--- config.mk ---
export PLATFORM = sky130hd
export DESIGN_NAME = wb_si_master
export DESIGN_NICKNAME = d
export VERILOG_FILES = /design/src/rtl/wb_si_pkg.sv /design/src/rtl/wb_si_timeout_cnt.sv /design/src/rtl/wb_si_master.sv
export SDC_FILE = /design/constraint.sdc
export NUM_CORES = 1
export LEC_CHECK = 0
export ABC_AREA = 1
export BUFFER_PORTS_ARGS = -buffer_cell sky130_fd_sc_hd__buf_2
export CORE_MARGIN = 10
export CORE_UTILIZATION = 35
export CTS_BUF_LIST = sky130_fd_sc_hd__clkbuf_16
export DETAILED_ROUTE_END_ITERATION = 10
export GPL_ROUTABILITY_DRIVEN = 0
export PLACE_DENSITY = 0.66
export REMOVE_ABC_BUFFERS = 1
export SYNTH_ARGS = -nofsm -noshare
export SYNTH_HDL_FRONTEND = slang
export SYNTH_HIERARCHICAL = 1
export SYNTH_SLANG_ARGS = --single-unit
--- constraint.sdc ---
create_clock -name wb_clk_i -period 1.05 [get_ports wb_clk_i]
set_input_delay 0.1575 -clock wb_clk_i [delete_from_list [all_inputs] [get_ports wb_clk_i]]
set_output_delay 0.1575 -clock wb_clk_i [all_outputs]
set_load 0.01 [all_outputs]
--- src/rtl/wb_si_pkg.sv ---
// Shared types and response status codes for the Wishbone single-transfer initiator.
package wb_si_pkg;

    typedef enum logic [1:0] {
        ST_IDLE = 2'd0,
        ST_BUS  = 2'd1,
        ST_RESP = 2'd2
    } state_e;

    localparam logic [1:0] RSP_OK      = 2'd0;
    localparam logic [1:0] RSP_BUSERR  = 2'd1;
    localparam logic [1:0] RSP_TIMEOUT = 2'd2;

endpackage

--- src/rtl/wb_si_timeout_cnt.sv ---
// Bus-cycle watchdog: counts stalled strobe cycles and flags the cycle in which
// the count reaches LIMIT.
module wb_si_timeout_cnt #(
    parameter int LIMIT = 16
) (
    input  logic clk,
    input  logic rst_n,
    input  logic clr_i,
    input  logic en_i,
    output logic expired_o
);

    localparam int CW = $clog2(LIMIT + 1);

    logic [CW-1:0] cnt_q;
    logic [CW-1:0] cnt_d;

    always_comb begin
        cnt_d = cnt_q;
        if (clr_i) begin
            cnt_d = '0;
        end else if (en_i) begin
            cnt_d = cnt_q + CW'(1);
        end
    end

    // Flag in the stalled cycle whose increment would bring the count to LIMIT,
    // so the strobe is high for exactly LIMIT cycles.
    assign expired_o = en_i && (cnt_q == CW'(LIMIT - 1));

    always_ff @(posedge clk or negedge rst_n) begin
        if (!rst_n) begin
            cnt_q <= '0;
        end else begin
            cnt_q <= cnt_d;
        end
    end

endmodule

--- src/rtl/wb_si_master.sv ---
// Wishbone classic single-transfer initiator driven by a valid/ready command port.
// Optional bus watchdog enabled by defining WB_SI_MASTER_TIMEOUT_EN.
//
// state   | meaning
// IDLE    | ready for a command; fields captured on cmd_valid_i
// BUS     | cyc/stb asserted with registered fields, waiting for ack/err
// RESP    | response held on rsp_* until rsp_ready_i
module wb_si_master
    import wb_si_pkg::*;
#(
    parameter int ADDR_WIDTH     = 12,
    parameter int DATA_WIDTH     = 14,
    parameter int SEL_WIDTH      = (DATA_WIDTH + 7) / 8,
    parameter int TIMEOUT_CYCLES = 16
) (
    input  logic                  wb_clk_i,
    input  logic                  wb_rst_n_i,

    input  logic                  cmd_valid_i,
    output logic                  cmd_ready_o,
    input  logic                  cmd_we_i,
    input  logic [ADDR_WIDTH-1:0] cmd_adr_i,
    input  logic [DATA_WIDTH-1:0] cmd_dat_i,
    input  logic [SEL_WIDTH-1:0]  cmd_sel_i,

    output logic                  rsp_valid_o,
    input  logic                  rsp_ready_i,
    output logic [DATA_WIDTH-1:0] rsp_dat_o,
    output logic [1:0]            rsp_err_o,

    output logic                  wb_cyc_o,
    output logic                  wb_stb_o,
    output logic                  wb_we_o,
    output logic [ADDR_WIDTH-1:0] wb_adr_o,
    output logic [DATA_WIDTH-1:0] wb_dat_o,
    output logic [SEL_WIDTH-1:0]  wb_sel_o,
    input  logic [DATA_WIDTH-1:0] wb_dat_i,
    input  logic                  wb_ack_i,
    input  logic                  wb_err_i
);

    state_e state_q, state_d;

    logic                  we_q, we_d;
    logic [ADDR_WIDTH-1:0] adr_q, adr_d;
    logic [DATA_WIDTH-1:0] dat_q, dat_d;
    logic [SEL_WIDTH-1:0]  sel_q, sel_d;
    logic [DATA_WIDTH-1:0] rsp_dat_q, rsp_dat_d;
    logic [1:0]            rsp_err_q, rsp_err_d;

    logic timeout_hit;

`ifdef WB_SI_MASTER_TIMEOUT_EN
    logic to_clr;
    logic to_en;

    assign to_clr = (state_q != ST_BUS);
    assign to_en  = (state_q == ST_BUS) && !wb_ack_i && !wb_err_i;

    wb_si_timeout_cnt #(
        .LIMIT (TIMEOUT_CYCLES)
    ) u_timeout_cnt (
        .clk       (wb_clk_i),
        .rst_n     (wb_rst_n_i),
        .clr_i     (to_clr),
        .en_i      (to_en),
        .expired_o (timeout_hit)
    );
`else
    logic unused_timeout_cycles;

    assign unused_timeout_cycles = ^TIMEOUT_CYCLES;
    assign timeout_hit           = 1'b0;
`endif

    always_ff @(posedge wb_clk_i or negedge wb_rst_n_i) begin
        if (!wb_rst_n_i) begin
            state_q <= ST_IDLE;
        end else begin
            state_q <= state_d;
        end
    end

    always_comb begin
        state_d = state_q;
        case (state_q)
            ST_IDLE: if (cmd_valid_i)                         state_d = ST_BUS;
            ST_BUS:  if (wb_ack_i || wb_err_i || timeout_hit) state_d = ST_RESP;
            ST_RESP: if (rsp_ready_i)                         state_d = ST_IDLE;
            default:                                          state_d = ST_IDLE;
        endcase
    end

    always_comb begin
        cmd_ready_o = (state_q == ST_IDLE);
        wb_cyc_o    = (state_q == ST_BUS);
        wb_stb_o    = (state_q == ST_BUS);
        rsp_valid_o = (state_q == ST_RESP);
        wb_we_o     = we_q;
        wb_adr_o    = adr_q;
        wb_dat_o    = dat_q;
        wb_sel_o    = sel_q;
        rsp_dat_o   = rsp_dat_q;
        rsp_err_o   = rsp_err_q;
    end

    // Command capture and response capture; err has priority over ack, and
    // ack has priority over the watchdog.
    always_comb begin
        we_d      = we_q;
        adr_d     = adr_q;
        dat_d     = dat_q;
        sel_d     = sel_q;
        rsp_dat_d = rsp_dat_q;
        rsp_err_d = rsp_err_q;
        if ((state_q == ST_IDLE) && cmd_valid_i) begin
            we_d  = cmd_we_i;
            adr_d = cmd_adr_i;
            dat_d = cmd_dat_i;
            sel_d = cmd_sel_i;
        end
        if (state_q == ST_BUS) begin
            if (wb_err_i) begin
                rsp_dat_d = '0;
                rsp_err_d = RSP_BUSERR;
            end else if (wb_ack_i) begin
                rsp_dat_d = we_q ? '0 : wb_dat_i;
                rsp_err_d = RSP_OK;
            end else if (timeout_hit) begin
                rsp_dat_d = '0;
                rsp_err_d = RSP_TIMEOUT;
            end
        end
    end

    always_ff @(posedge wb_clk_i or negedge wb_rst_n_i) begin
        if (!wb_rst_n_i) begin
            we_q      <= 1'b0;
            adr_q     <= '0;
            dat_q     <= '0;
            sel_q     <= '0;
            rsp_dat_q <= '0;
            rsp_err_q <= RSP_OK;
        end else begin
            we_q      <= we_d;
            adr_q     <= adr_d;
            dat_q     <= dat_d;
            sel_q     <= sel_d;
            rsp_dat_q <= rsp_dat_d;
            rsp_err_q <= rsp_err_d;
        end
    end

endmodule

Yosys cells after proc, flatten, opt, wreduce, memory -nomap -nowiden
Index checks and enable logic that the tools add are counted.
{"block": "word_totals", "ff_bits": 47, "in_bits": 49, "elab_cells": 27}
{"block": "op_classes", "n_eq_ne": 5, "n_mux": 9, "reduce_logical": 6}
{"cell": "$mux W14", "n": 3}
{"cell": "$mux W2", "n": 5}
{"cell": "$pmux W2 S3", "n": 1}
{"cell": "$ne A2 B1 Y1 const B", "n": 2}
{"cell": "$reduce_and A3 Y1", "n": 1}
{"cell": "$eq A2 B1 Y1 const B", "n": 1}
{"cell": "$eq A2 B2 Y1 const B", "n": 1}
{"cell": "$logic_not A2 Y1", "n": 1}
{"cell": "$ne A2 B2 Y1 const B", "n": 1}
{"cell": "$reduce_and A2 Y1", "n": 1}
{"cell": "$reduce_bool A2 Y1", "n": 1}
{"cell": "$logic_and A1 B1 Y1", "n": 1}
{"cell": "$logic_or A1 B1 Y1", "n": 1}

Longest topological paths before layout
{"block": "depth", "depth_word": 3, "mapped_depth": 7, "ltp_nobuf": 5}

Worst setup path before layout
Ideal clock, no wire load.
{"block": "synth_timing", "kind": "reg-to-reg", "startpoint": "reg state_q[1]", "endpoint": "reg rsp_dat_q[10] (netlist: rsp_dat_o[10])", "setup_time_ns": 0.117, "arrival_time_ns": 0.924, "setup_slack_ns": 0.010, "stages_incl_launch_ff": 6, "path_buffers": 1, "synth_period_minus_slack_ns": 1.040, "cell_sequence": "dfrtp_1 > nor2_4 > nand2_2 > buf_6 > nand2_1 > nand2_1"}
{"block": "synth_via", "elab_chain_len": 2}
{"element": "start: declaration", "line_no": "wb_si_master.sv:42", "rtl": "state_e state_q, state_d;"}
{"element": "start signal: assignment", "line_no": "wb_si_master.sv:80", "rtl": "state_q <= state_d;"}
{"element": "$eq A2 B1 Y1"}
{"element": "via wb_cyc_o", "line_no": "wb_si_master.sv:31", "rtl": "output logic wb_cyc_o,"}
{"element": "$reduce_and A2 Y1 (no source line)"}
{"element": "end signal: assignment", "line_no": "wb_si_master.sv:149", "rtl": "rsp_dat_q <= rsp_dat_d;"}
{"element": "end: declaration", "line_no": "wb_si_master.sv:48", "rtl": "logic [DATA_WIDTH-1:0] rsp_dat_q, rsp_dat_d;"}
The timed path passes the listed nets, and every way through them passes these cells.
A chain may end at the register's enable or synchronous reset.

Final worst setup path
{"block": "layout_timing", "startpoint": "reg state_q[1]", "endpoint": "out cmd_ready_o"}
{"block": "layout_via", "elab_chain_len": 1}
{"element": "$logic_not A2 Y1", "line_no": "wb_si_master.sv:95", "rtl": "cmd_ready_o = (state_q == ST_IDLE);"}
{"element": "end: declaration", "line_no": "wb_si_master.sv:20", "rtl": "output logic cmd_ready_o,"}
No other way between the ends.

==> metrics.cfg <==
[logic_synthesis]
yosysWarnings=6
ys_seq_elements=46
yosysTopAreaCell=dfrtp_1
synthTopCellsByArea=dfrtp_1 (58%), nand2_1 (23%), nand3_1 (7.4%)
synth_cell_types=15
syn_area_per_cell_sq_um=8.22
syn_area_sq_um=1970
ys_seq_area_share_pct=58.4
synth_cells=240
synth_top_area_share_pct=58.4

[sta]
finalSetupViolCount=49
rsz0062_at_grt=yes
hold_viol=0
post-route-min-period_ns=1.25
fin_ws_ns=-0.199
slew_violations=0
post-route-period-util_pct=119
skew_ns=0.00179
clock.fmax_ghz=0.800

[clock_network]
cts_buffers=5
cts.reportedPaths.clkPinSlew_ns=0.06
cts_buffer_depth=2
worstSkewPairLatency_ns=0.28
cts.sinks=46
clock_tree.root_cell=clkbuf_16
cts_tree=yes
htree_levels=2

[floorplan]
die_h_um=95.1
rows=27
core_sq_um=5470
die_x_um=95.1
die-area_sq_um=9040
io_pins=98
initial_utilization_pct=36.0

[power]
seqPwrFrac_pct=34.3
combPwrFrac_pct=49.0
finalPower_w=0.00901
p_per_area_nw_per_um2=2950
ir_drop_mv=1.19
power_switching_w=0.00347
p_clk_share_pct=16.7
p_leak_nw=1.72
p_sw_share_pct=38.5
internal-power_w=0.00554

[setup_path]
path_class=reg -> out
cp-start-kind=flip-flop
worst_setup_path_end_kind=primary output
worstPathArrival_ns=1.09
required_ns=0.89
rr_worst_depth=7
critPathMaxFanout=3

[global_route]
grt_usage_pct=13.4
antenna_found_initial=0
overflow=0
grt_max_degree=47
grt_pass1_vias=2065
grt_pass1_wl_mm=9.71

[detailed_routing]
drt-total-wl_mm=6.09
wire_per_inst_um=14.4
viasPerCell=4.45
ant_nets=0
drc=0
drt_iter0_markers=77
dr_total_vias=1880
dr.pass1.iters=4

[run_status]
status=complete, but fails checks
violations=negative setup slack

[placement]
hpwl_mm=4.23
dpl.cell_count=406
portBuffers=96

[final_layout]
final_cell_count_no_fill=422
area_growth_pct=54.8
final_common_cell=nand2_1
drive_gt1_share_pct=46.0
fin_nets=398
antenna_cells=0
layout_common_cells=nand2_1 (117), buf_2 (91), dfrtp_1 (44)
final_util_pct=55.8

[job]
maxCapViolCount=0

[worst_hold_path]
hold_depth=2
hold_path.class=in -> reg

-- worst max-delay path, cell delays in order (launching register included) --
cell and delay, ns:
dfrtp_2 0.44, nor2_4 0.14, buf_12 0.12, buf_6 0.09
-- cells in the mapped netlist --
cell type / n
nand2_1: 120
dfrtp_1: 46
nand3_1: 29
nor2_1: 16
buf_2: 9
buf_4: 4
inv_1: 3
inv_2: 3
clkbuf_1: 2
nor2_4: 2
o21ai_1: 2
buf_6: 1
conb_1: 1
nand2_2: 1
nor2_2: 1
-- flip-flops by register name (all words and copies together), names as in the netlist --
register and cells:
wb_adr_o 12, wb_we_o 1, wb_sel_o 2, rsp_err_o 1
rsp_dat_o 14, wb_dat_o 14, state_q 2
-- through the flow --
stage               hold slack, ns  cell area, sq um  setup WS (ns)  TNS (ns)
floorplan                   -0.138              1880          -1.56    -47.34
global placement             0.160              2620        -0.0513     -1.61
detailed placement           0.163              2620         -0.101     -2.91
CTS                         0.0669              3000         -0.210     -4.75
global route                0.0536              3050         -0.241     -7.35
finish                      0.0522              3050         -0.199     -4.64
-- layer usage --
metal | share of wire (%) | GRT usage, % | vias up
li1 | - | - | 954
met1 | 44 | 16.5 | 843
met2 | 43 | 20.4 | 77
met3 | 12 | 6.99 | 6
met4 | 0.84 | 2.99 | 0
met5 | 0 | 0 | -
-- logic make-up after synthesis --
| kind of cell | Yosys count | share of synthesized area [%] |
|---|---|---|
| and+or+nand+nor | 169 | 35.0 |
| other | 1 | 0.190 |
| AOI/OAI and AO/OA | 2 | 0.508 |
| buffers and inverters | 22 | 5.90 |
| DFF | 46 | 58.4 |
-- worst paths after layout --
kind,start,endpoint,slack (ns)
setup / recovery,state_q[1],cmd_ready_o,-0.20
hold / removal,rsp_ready_i,state_q[1],0.05
max in group asynchronous,wb_rst_n_i,state_q[1],0.43
min in group asynchronous,wb_rst_n_i,rsp_err_o[0],0.38
hold reg to reg,wb_adr_o[1],wb_adr_o[1],0.47
setup reg to reg,state_q[1],rsp_dat_o[2],-0.14
-- repair_timing --
| action | CTS | global route |
|---|---|---|
| setup endpoints to repair | 51 | 51 |
| gates resized for setup | 41 | 10 |
| pin swaps | 21 | 3 |
| endpoints found under the hold margin | 46 | 0 |
| hold buffers | 1 | 0 |
| buffers inserted | 6 | 1 |
-- cell type report --
cell class                      count  area, sq um
Tap cell                           72         90.1
Fill cell                         522         2420
Multi-Input combinational cell    172          855
Sequential cell                    46         1150
Clock inverter                      3         16.3
Timing Repair Buffer              118          787
Clock buffer                        5          125
Inverter                            6         25.0
-- power groups by stage --
| stage | registers (W) | clock network [W] | logic [W] |
|---|---|---|---|
| 4_1_cts | 0.00308 | 0.00157 | 0.00433 |
| 3_3_place_gp | 0.00306 | 0 | 0.00359 |
| 2_1_floorplan | 0.00343 | 0 | 0.00133 |
| 5_1_grt | 0.00318 | 0.00164 | 0.00487 |
| 3_5_place_dp | 0.00306 | 0 | 0.00367 |
| 6_report | 0.00309 | 0.00150 | 0.00441 |
Power figures use the tool's default switching activity.
